**src/rtl/uart_in_responder.sv**
```systemverilog
// UART input responder: a host-filled character FIFO that answers core-side
// read queries one cycle later, returning EMPTY_CH whenever nothing is queued.
module uart_in_responder #(
  parameter int         DEPTH    = 16,
  parameter logic [7:0] EMPTY_CH = 8'hFF
) (
  input  logic                     clock,
  input  logic                     reset,
  input  logic                     push_valid,
  input  logic [7:0]               push_ch,
  output logic                     push_ready,
  input  logic                     flush,
  input  logic                     io_uart_in_valid,
  output logic                     io_uart_in_resp_valid,
  output logic [7:0]               io_uart_in_ch,
  output logic [$clog2(DEPTH):0]   count,
  output logic                     overflow,
  output logic [31:0]              query_cnt,
  output logic [31:0]              miss_cnt
);

  localparam int AW = $clog2(DEPTH);
  localparam int CW = AW + 1;
  localparam logic [CW-1:0] FULL_C   = CW'(DEPTH);
  localparam logic [CW-1:0] CNT_ONE  = CW'(1);
  localparam logic [AW-1:0] PTR_ONE  = AW'(1);

  logic [7:0]    mem_q [DEPTH];
  logic [AW-1:0] head_q, head_d;
  logic [AW-1:0] tail_q, tail_d;
  logic [CW-1:0] count_q, count_d;
  logic          overflow_q, overflow_d;
  logic          resp_valid_q, resp_valid_d;
  logic [7:0]    ch_q, ch_d;
  logic [31:0]   query_q, query_d;
  logic [31:0]   miss_q, miss_d;

  logic push_ready_s;
  logic fifo_empty_s;
  logic do_push_s;
  logic do_pop_s;

  // Ready looks only at the registered occupancy, so a full FIFO never
  // accepts a character even when a same-cycle pop would free a slot.
  assign push_ready_s = (count_q != FULL_C);
  assign fifo_empty_s = (count_q == {CW{1'b0}});
  assign do_push_s    = push_valid && push_ready_s && !flush;
  assign do_pop_s     = io_uart_in_valid && !fifo_empty_s && !flush;

  always_comb begin
    head_d       = head_q;
    tail_d       = tail_q;
    count_d      = count_q;
    overflow_d   = overflow_q;
    resp_valid_d = 1'b0;
    ch_d         = ch_q;
    query_d      = query_q;
    miss_d       = miss_q;

    if (io_uart_in_valid) begin
      resp_valid_d = 1'b1;
      query_d      = query_q + 32'd1;
      if (do_pop_s) begin
        ch_d = mem_q[head_q];
      end else begin
        ch_d   = EMPTY_CH;
        miss_d = miss_q + 32'd1;
      end
    end else begin
      ch_d = ch_q;
    end

    if (flush) begin
      head_d     = {AW{1'b0}};
      tail_d     = {AW{1'b0}};
      count_d    = {CW{1'b0}};
      overflow_d = 1'b0;
    end else begin
      if (do_push_s) begin
        tail_d = tail_q + PTR_ONE;
      end else begin
        tail_d = tail_q;
      end
      if (do_pop_s) begin
        head_d = head_q + PTR_ONE;
      end else begin
        head_d = head_q;
      end
      case ({do_push_s, do_pop_s})
        2'b10:   count_d = count_q + CNT_ONE;
        2'b01:   count_d = count_q - CNT_ONE;
        default: count_d = count_q;
      endcase
      if (push_valid && !push_ready_s) begin
        overflow_d = 1'b1;
      end else begin
        overflow_d = overflow_q;
      end
    end
  end

  always_ff @(posedge clock or posedge reset) begin
    if (reset) begin
      head_q       <= {AW{1'b0}};
      tail_q       <= {AW{1'b0}};
      count_q      <= {CW{1'b0}};
      overflow_q   <= 1'b0;
      resp_valid_q <= 1'b0;
      ch_q         <= 8'h00;
      query_q      <= 32'd0;
      miss_q       <= 32'd0;
    end else begin
      head_q       <= head_d;
      tail_q       <= tail_d;
      count_q      <= count_d;
      overflow_q   <= overflow_d;
      resp_valid_q <= resp_valid_d;
      ch_q         <= ch_d;
      query_q      <= query_d;
      miss_q       <= miss_d;
    end
  end

  // Storage is deliberately left without reset; occupancy guards every read.
  always_ff @(posedge clock) begin
    if (do_push_s) begin
      mem_q[tail_q] <= push_ch;
    end
  end

  assign push_ready            = push_ready_s;
  assign io_uart_in_resp_valid = resp_valid_q;
  assign io_uart_in_ch         = ch_q;
  assign count                 = count_q;
  assign overflow              = overflow_q;
  assign query_cnt             = query_q;
  assign miss_cnt              = miss_q;

endmodule

```
**config.mk**
```make
export PLATFORM = sky130hd
export DESIGN_NAME = uart_in_responder
export DESIGN_NICKNAME = d
export VERILOG_FILES = /design/src/rtl/uart_in_responder.sv
export SDC_FILE = /design/constraint.sdc
export NUM_CORES = 1
export LEC_CHECK = 0
export BUFFER_PORTS_ARGS = -buffer_cell sky130_fd_sc_hd__buf_2
export CAP_MARGIN = 20
export CELL_PAD_IN_SITES_DETAIL_PLACEMENT = 0
export CELL_PAD_IN_SITES_GLOBAL_PLACEMENT = 1
export CORE_UTILIZATION = 25
export CTS_CLUSTER_SIZE = 28
export DETAILED_ROUTE_END_ITERATION = 6
export GPL_ROUTABILITY_DRIVEN = 0
export PLACE_DENSITY_LB_ADDON = 0.1
export SLEW_MARGIN = 20
export SYNTH_ARGS = -nofsm -noshare
export SYNTH_HDL_FRONTEND = slang
export SYNTH_SLANG_ARGS = --single-unit
```
**constraint.sdc**
```tcl
create_clock -name clock -period 3.9 [get_ports clock]
set_input_delay 0.78 -clock clock [delete_from_list [all_inputs] [get_ports clock]]
set_output_delay 0.78 -clock clock [all_outputs]
set_load 0.1 [all_outputs]
```
### Yosys cells after proc, flatten, opt, wreduce, memory -nomap -nowiden

Memory sizes are Yosys's and may differ from the RTL's.
Cells that the tools add are included.

| operators by class | value |
|---|---|
| equality and inequality tests | 3 |
| muxes and demuxes | 12 |
| reduce and logical (&&, ||, !) cells | 14 |
| add/sub/neg operators | 6 |
| bitwise operators | 1 |

Operators with widths:

| kind | number |
|---|---|
| adder 32 x 1 -> 32 bit, second input constant | 2 |
| 2-to-1 mux 4 bit | 4 |
| one-hot mux 5 bit (2 select lines) | 1 |
| adder 4 x 1 -> 4 bit, second input constant | 2 |
| 2-to-1 mux 8 bit | 1 |
| nonzero test 2 bit | 3 |
| adder 5 x 1 -> 5 bit, second input constant | 1 |
| logical AND 1 bit | 5 |
| zero test 5 bit | 1 |
| 2-to-1 mux 1 bit | 5 |
| 2-to-1 mux 5 bit | 1 |
| inequality test 5 bit, second input constant | 1 |
| subtractor 5 x 1 -> 5 bit, second input constant | 1 |
| zero test 1 bit | 3 |
| nonzero test 3 bit | 1 |
| equality test 2 x 1 -> 1 bit, second input constant | 1 |
| equality test 2 bit, second input constant | 1 |
| AND reduction 2 bit | 1 |
| NOT 1 bit | 1 |

| storage, ports and cells | value |
|---|---|
| memory bits (writable) | 128 |
| memories | 1 |
| bits in registers | 87 |
| output and inout bits | 80 |
| input port bits | 13 |

Memory list:

| name | depth | width | read ports | clocked after memory_dff | wr ports | RTL line | source |
|---|---|---|---|---|---|---|---|
| mem_q | 16 | 8 | 1 | 0 | 1 | 28 | `logic [7:0] mem_q [DEPTH];` |

### Longest topological paths before layout

Gate-level depths: netlist (run 1).

| logic depth | value |
|---|---|
| word-level depth | 7 |
| mapped depth | 9 |
| gate-level depth less buffers | 8 |

### Worst setup path before layout (run 1)

Ideal clock, no wire load.

| timing | value |
|---|---|
| kind | register to register |
| start point | reg count_q[1], in the netlist count[1] |
| end point | reg count_q[4], in the netlist count[4] |
| required time | 3772 ps |
| stages on the path, launching flop included | 9 |
| arrival | 3027 ps |
| slack | 745 ps |
| cell sequence | dfrtp_1 nor4_4 mux2i_1 xor2_1 ha_1 o31a_1 a2111oi_0 a31oi_1 mux2_1 |

| on the way | value |
|---|---|
| word-level cells in the longest chain between the ends | 7 |
| elaborated cells between the ends (all ways) | 14 |

Ends and longest elaborated chain:

| what | RTL line | source |
|---|---|---|
| from (decl) | 31 | `logic [CW-1:0] count_q, count_d;` |
| from (signal assigned) | 106 | `count_q <= {CW{1'b0}};` |
| from (signal assigned) | 115 | `count_q <= count_d;` |
| zero test 5 bit | 46 | `assign fifo_empty_s = (count_q == {CW{1'b0}});` |
| zero test 1 bit | 48 | `assign do_pop_s = io_uart_in_valid && !fifo_empty_s && !flush;` |
| logical AND 1 bit (2 in a row) | 48 |  |
| equality test 2 x 1 -> 1 bit or equality test 2 bit (tied branches) | 89 | `case ({do_push_s, do_pop_s})` |
| one-hot mux 5 bit (2 select lines) | 89 |  |
| 2-to-1 mux 5 bit | 73 | `if (flush) begin` |

Parallel ways exist; a longest one is shown, timed or not.
A chain may end at the register's enable or synchronous reset.

### Worst setup path after layout (run 1)

| timing | value |
|---|---|
| start point | reg count_q[0], in the netlist count[0] |
| end point | reg count_q[4], in the netlist count[4] |

The elaborated chain is that of the path after synthesis.

==> PnR_summary.wiki, run 1 <==
{| class="wikitable"
! Metric !! Value
|-
| Status || finished, final reports clean
|-
| Power per unit of standard cell area || 652.1 mW/mm^2
|-
| Worst Tran Pin Value || 903.8 ps
|-
| Proportion of synthesized area in mux cells || 9.743%
|-
| Commonest cells in the synthesized netlist || edfxtp_1, dfrtp_1, nor2_1
|-
| Cell with the most instances after synthesis || edfxtp_1
|-
| FMAX || 0.3359 GHz
|-
| TritonCTS clock tree || built
|-
| Worst voltage drop across the vdd grid || 295.0 uV
|-
| Number of clock buffers inserted by TritonCTS || 26
|-
| Die X || 190.7 um
|-
| Synthesis Warnings || 0
|-
| Average wire per cell in the routed design || 18.49 um
|-
| MaxCap Viol Count || 0
|-
| Final nets || 733
|-
| Startpoint Class || register
|-
| Initial core utilization || 25.58%
|-
| Final number of max-transition violations || 0
|-
| Share of synthesized flip-flops with an asynchronous set or reset || 40.47%
|-
| Aggregate routed wire length || 21.92 mm
|-
| HPWL after detailed placement || 14.61 mm
|-
| Standard-cell rows || 68
|-
| Overall global routing resource usage || 12.28%
|-
| Cell taking the most area after synthesis || edfxtp_1
|-
| Fin. Hold Viols || 0
|-
| Final hold slack || 416.7 ps
|-
| Combinational family with the most area after synthesis || simple AND/OR/NAND/NOR gates
|-
| Post-synth cell types || 44
|-
| Vertical extent of the die || 190.7 um
|-
| Skew final || 17.15 ps
|-
| Post-synthesis simple-gate area fraction || 10.53%
|-
| Clock insertion delay at the later pin of the skew report || 530 ps
|-
| Fraction of post-synthesis cell area in the top cell type by area || 43.19%
|-
| Complex-gate fraction of the synthesized area || 2.713%
|-
| Diodes inserted || 0
|-
| Parity-gate share of the synthesized area counting xor and xnor cells || 6.889%
|-
| Commonest register cell after synthesis || edfxtp_1
|-
| Maximum number of pins on one net before global-route repair || 57
|-
| Critical-path maximum fanout || 8
|-
| Number of global-route vias before repair || 5395
|-
| # resized after CTS || 0
|-
| Most area-consuming cells after synthesis || edfxtp_1, dfrtp_1, mux4_2
|-
| Total standard cell area after synthesis || 0.008900 sq mm
|-
| Number of antenna violations at the first check in global routing || 0
|-
| Total of flip-flops plus latches after synthesis || 215
|-
| Critical path class || reg -> reg
|-
| DRC violations left || 0
|-
| Area inside the core boundary || 0.03480 sq mm
|-
| Maximum level of the CTS H-tree || 1
|-
| Final worst path period need || 2977 ps
|-
| Unrepaired setup endpoints after global routing || no
|-
| Router iterations before antenna repair || 4
|-
| Post-Syn Area per Cell || 15.16 sq um
|-
| Port Buf Inserts || 92
|-
| Max Root-Sink Buffers || 3
|-
| Number of buffers inserted by hold repair at cts || 0
|-
| Number of fill cells in the layout || 3479
|-
| Sinks on Clock Net || 215
|-
| Global-route wire length before repair || 33.78 mm
|-
| Arrival time at the worst endpoint || 3370 ps
|-
| Final global-route overflow total || 0
|-
| Synthesized instance count || 587
|-
| Number of enable-type register cells in the synthesized netlist || 128
|-
| Routed vias || 5240
|-
| Routed vias/inst || 4.422
|-
| Capturing element type of the critical path || register
|-
| Final count of negative-setup-slack endpoints || 0
|-
| Sequential fraction of the synthesis area || 67.65%
|-
| Clock transition at path regs || 60 ps
|-
| Adder and majority gate portion of the synthesized area || 1.265%
|-
| Final TNS setup || 0 ps
|-
| Area growth from synthesis to layout || 22.51%
|-
| Required time at the worst-slack endpoint || 4300 ps
|-
| Class of the worst hold path || in -> async
|-
| Post-detailed-route count of antenna-violating nets || 0
|-
| CTS Root Cell || clkbuf_16
|-
| Full die area || 0.03636 sq mm
|-
| Net Count, Synth || 609
|-
| Num ports || 93
|-
| Number of violations reported at the end of detailed-routing iteration 0 || 291
|-
| Share of the clock period used by the worst path after layout || 76.34%
|-
| Total leakage power || 4.217 nW
|-
| Fraction of layout cells with a size suffix above 1 || 27.53%
|-
| Buffers inserted by post-CTS timing repair || 0
|-
| Relative slew slack || 39.24%
|}
==> cells in the final DEF (no fill, tap or decap), types with 3 or more instances in the layout <==
master / instances
edfxtp_1: 128
buf_2: 92
dfrtp_1: 85
nor2_1: 63
xnor2_1: 39
nand2_1: 34
mux4_2: 32
xor2_1: 31
nand3_1: 26
clkbuf_16: 26
buf_4: 24
nand4_1: 20
a211oi_1: 16
nor2b_1: 10
mux2i_1: 9
ha_1: 9
clkbuf_8: 7
clkbuf_1: 7
inv_1: 6
nor4_1: 5
and4_1: 4
nor3_1: 4
mux2_2: 4
nand3b_1: 4
clkinv_2: 4
and3_1: 3
or3_1: 3
or4_1: 3
a21oi_1: 3
==> final timing paths <==
kind / start / end / cells past startpoint / slack [ps]
worst max-delay path: count[0] / count[4] / 8 / 920
worst min-delay path: reset / miss_cnt[26] / 2 / 420
max in group asynchronous: reset / query_cnt[16] / 3 / 2740
worst max register to register: count[0] / count[4] / 8 / 920
worst min register to register: miss_cnt[31] / miss_cnt[31] / 1 / 470
min in group clock: miss_cnt[31] / miss_cnt[31] / 1 / 470
==> metrics by stage <==
stage / worst slack (ps) / std cells / util, % / power (mW) / cell area [sq um]
finish: 922.7 / 1185 / 31.33 / 7.110 / 10900
global route: 648.5 / 1185 / 31.33 / 7.430 / 10900
floorplan: 745.1 / 587 / - / 4.301 / 8900
CTS: 953.0 / 1185 / 31.33 / 7.229 / 10900
global placement: 662.3 / 1138 / 28.83 / 4.769 / 10030
detailed placement: 688.7 / 1138 / 28.83 / 4.778 / 10030
==> cell type report <==
cell class	instances	area, sq um	share of cell area [%]
sequential	215	6023	55.24
tap	455	569.3	5.221
clock buffer	40	773.2	7.092
clock inverter	7	96.34	0.8836
inverter	7	28.78	0.2639
multi-input combinational	345	2771	25.42
timing repair buffer	116	640.6	5.876
==> where the power goes <==
| group | switching, mW | internal [mW] |
|---|---|---|
| registers | 0.235 | 2.56 |
| clock network | 0.913 | 1.49 |
| logic | 1.39 | 0.524 |
| total | 2.53 | 4.58 |
==> worst max-delay path, cell delays in order (launching register included) <==
cell	delay, ps
dfrtp_1	500
nor4_4	550
mux2i_1	380
xor2_1	120
ha_1	240
o31a_1	240
a2111oi_0	400
a31oi_1	100
mux2_1	330
==> flip-flops by register name (all words and copies together), names as in the netlist <==
name	cells
mem_q	128
tail_q	4
io_uart_in_ch	8
overflow	1
io_uart_in_resp_valid	1
head_q	4
count	5
query_cnt	32
miss_cnt	32
==> per-layer routing <==
layer	track usage, %	up-vias	part of all wire, %
met2	19.10	109	45
met5	0	-	0
met3	2.374	26	4.3
met1	17.60	2662	49
met4	2.677	0	1.6
li1	-	2443	-
==> kinds of logic (layout without fill, tap and decap cells) <==
logic type / Yosys count / after routing
flip-flops: 215 / 215
XOR/XNOR: 70 / 70
AO/OA/AOI/OAI: 33 / 33
buffers and inverters: 27 / 170
multiplexers: 46 / 46
AND/OR/NAND/NOR: 187 / 187
adder cells (fa/ha/maj): 9 / 9
No activity file was read; power rests on OpenSTA's default activity.
==> run 2: changes to the inputs <==
Clock period 3.9 ns to 2.5 ns, I/O delays scaled along.
==> run 2 against run 1 <==
  * Register-to-register slack worse by 910 ps
  * First-iteration DRC count fell by 11%
  * Critical path depth up 1
  * Largest power group unchanged
  * Largest cell class unchanged
  * Sequential cell count unchanged
  * Utilization grew 0.85 points
  * Critical path type unchanged
  * Sequential power is 52% higher
==> PnR_summary.wiki, run 2 (same netlist as run 1, synthesis figures left out) <==
{| class="wikitable"
! Metric !! Value
|-
| Post-route cell area || 0.01120 sq mm
|-
| Area after DPL || 0.01027 sq mm
|-
| MaxCap Viol Count || 0
|-
| Overall global routing resource usage || 12.19%
|-
| Number of buffers inserted by hold repair at cts || 0
|-
| Port Buf Inserts || 92
|-
| Power per unit of standard cell area || 1008 mW/mm^2
|-
| Fin. Hold Viols || 0
|-
| Number of clock buffers inserted by TritonCTS || 27
|-
| Final count of negative-setup-slack endpoints || 0
|-
| Fraction of layout cells with a size suffix above 1 || 32.98%
|-
| Routed vias/inst || 4.401
|-
| Number of violations reported at the end of detailed-routing iteration 0 || 259
|-
| Diodes inserted || 0
|-
| Relative contribution of combinational cells to total power || 28.6%
|-
| Leading cell type in the layout, fill and taps excluded || edfxtp_1
|-
| Switching portion of total power || 35.05%
|-
| Worst setup timing slack at the placement stage || -307.8 ps
|-
| Clock transition at path regs || 60 ps
|-
| Area growth from synthesis to layout || 25.81%
|-
| Clock insertion delay at the later pin of the skew report || 530 ps
|-
| P_sw || 3.954 mW
|-
| Top library cells by usage in the layout, fill and taps aside || edfxtp_1, buf_2, dfrtp_1
|-
| Total leakage power || 4.328 nW
|-
| HPWL after detailed placement || 13.87 mm
|-
| Crit-path leading delay family || compound AO/OA/AOI/OAI gates
|-
| Relative slew slack || 61.27%
|-
| Unrepaired setup endpoints after global routing || yes
|-
| Clock Power Share || 33.6%
|-
| Post-detailed-route count of antenna-violating nets || 0
|-
| Arrival time at the worst endpoint || 2900 ps
|-
| Max Root-Sink Buffers || 3
|-
| Maximum level of the CTS H-tree || 1
|-
| Maximum number of pins on one net before global-route repair || 88
|-
| Status || finished, final reports clean
|-
| Worst voltage drop across the vdd grid || 730.0 uV
|-
| Startpoint Class || register
|-
| Global-route wire length before repair || 33.47 mm
|-
| Standard-cell rows || 68
|-
| Vertical extent of the die || 190.7 um
|-
| Initial core utilization || 25.58%
|-
| Setup slack on the worst flop-to-flop path || 10 ps
|-
| TritonCTS clock tree || built
|-
| Length in cells of the worst reg-to-reg path || 9
|-
| Crit path max-delay cell type || dfrtp_2
|-
| Number of antenna violations at the first check in global routing || 0
|-
| Area inside the core boundary || 0.03480 sq mm
|-
| DRC violations left || 0
|-
| Critical-path maximum fanout || 3
|-
| Buffers and inverters on the worst path || 1
|-
| Final critical-path setup slack || 14.39 ps
|-
| Final number of max-transition violations || 0
|-
| Worst Tran Pin Value || 577.1 ps
|-
| Endpoint of the worst-slack reg-to-reg timing path || count[4]
|-
| Number of flip-flops under the largest register name || 128
|-
| Register bank with the most flops || mem_q
|-
| Router iterations before antenna repair || 4
|-
| Final global-route overflow total || 0
|-
| Required time at the worst-slack endpoint || 2910 ps
|-
| Aggregate routed wire length || 21.70 mm
|-
| Num ports || 93
|-
| Average wire per cell in the routed design || 17.94 um
|-
| Critical path's largest stage delay || 410 ps
|-
| Critical path class || reg -> reg
|-
| Capturing element type of the critical path || register
|-
| CTS Root Cell || clkbuf_16
|-
| FMAX || 0.4023 GHz
|-
| Die X || 190.7 um
|-
| Sinks on Clock Net || 215
|-
| Share of the clock period used by the worst path after layout || 99.42%
|-
| Full die area || 0.03636 sq mm
|-
| Worst path cell trace || nor4_4 > mux2i_1 > buf_4 > xor2_2 > ha_2 > o31a_1 > a2111oi_4 > a31oi_1 > mux2_1
|-
| Cell internal pwr || 7.329 mW
|-
| Final nets || 758
|-
| Skew final || 19.92 ps
|-
| Class of the worst hold path || in -> async
|-
| Sequential share of power || 37.8%
|-
| Routed vias || 5325
|-
| Final worst path period need || 2486 ps
|-
| Number of global-route vias before repair || 5472
|-
| Worst R2R Start || count[1]
|}
## run 2: worst register-to-register path, cell delays in order, from the launching register on
cell	delay [ps]
dfrtp_2	410
nor4_4	330
mux2i_1	220
buf_4	150
xor2_2	60
ha_2	200
o31a_1	280
a2111oi_4	310
a31oi_1	80
mux2_1	330
## run 2: final cells by class
cell class,instances,area [sq um]
clock buffers,41,778.2
clock inverters,7,88.84
multi-input cells,345,2823
inverters,7,30.03
flip-flops and latches,215,6047
fillers,3458,23600
repair buffers,140,860.8
well taps,455,569.3
## run 2: worst max path at each step
stage | from | end | cells after the start
after detailed placement | flush | count[4] | 10
final | count[1] | count[4] | 9
after floorplan | count[2] | count[4] | 9
after global placement | flush | count[4] | 10
after global routing | count[1] | count[4] | 9
after CTS | count[2] | count[4] | 9
## run 2: what timing repair did
action | 4_1_cts | 5_1_grt
hold endpoints to repair | 0 | 0
resized for setup | 5 | 4
setup endpoints to repair | 1 | 4
buffers inserted | 1 | 1
pin swaps | 3 | 1
## run 2: power groups by stage
stage / clock network, mW / logic (mW) / registers (mW)
global placement: 0 / 3.22 / 4.33
global route: 4.07 / 3.43 / 4.30
detailed placement: 0 / 3.22 / 4.34
CTS: 3.92 / 3.25 / 4.27
finish: 3.79 / 3.23 / 4.26
floorplan: 0 / 1.18 / 5.55
## run 2: layer usage
metal	GRT usage, %	vias up	part of all wire, %
met1	16.94	2678	48
met2	19.40	124	45
met3	2.116	39	4.3
met5	0	-	0
li1	-	2484	-
met4	3.477	0	2.1
## run 2: per-stage QoR
step	cells	power [mW]	hold slack, ps	utilization [%]	setup TNS, ps
global route	1210	11.80	139.6	32.18	-85.22
global placement	1160	7.545	455.2	29.52	-572.5
finish	1210	11.28	103.7	32.18	0
floorplan	587	6.736	531.4	-	-571.7
detailed placement	1160	7.559	456.3	29.52	-480.9
CTS	1209	11.45	120.1	32.12	-37.82
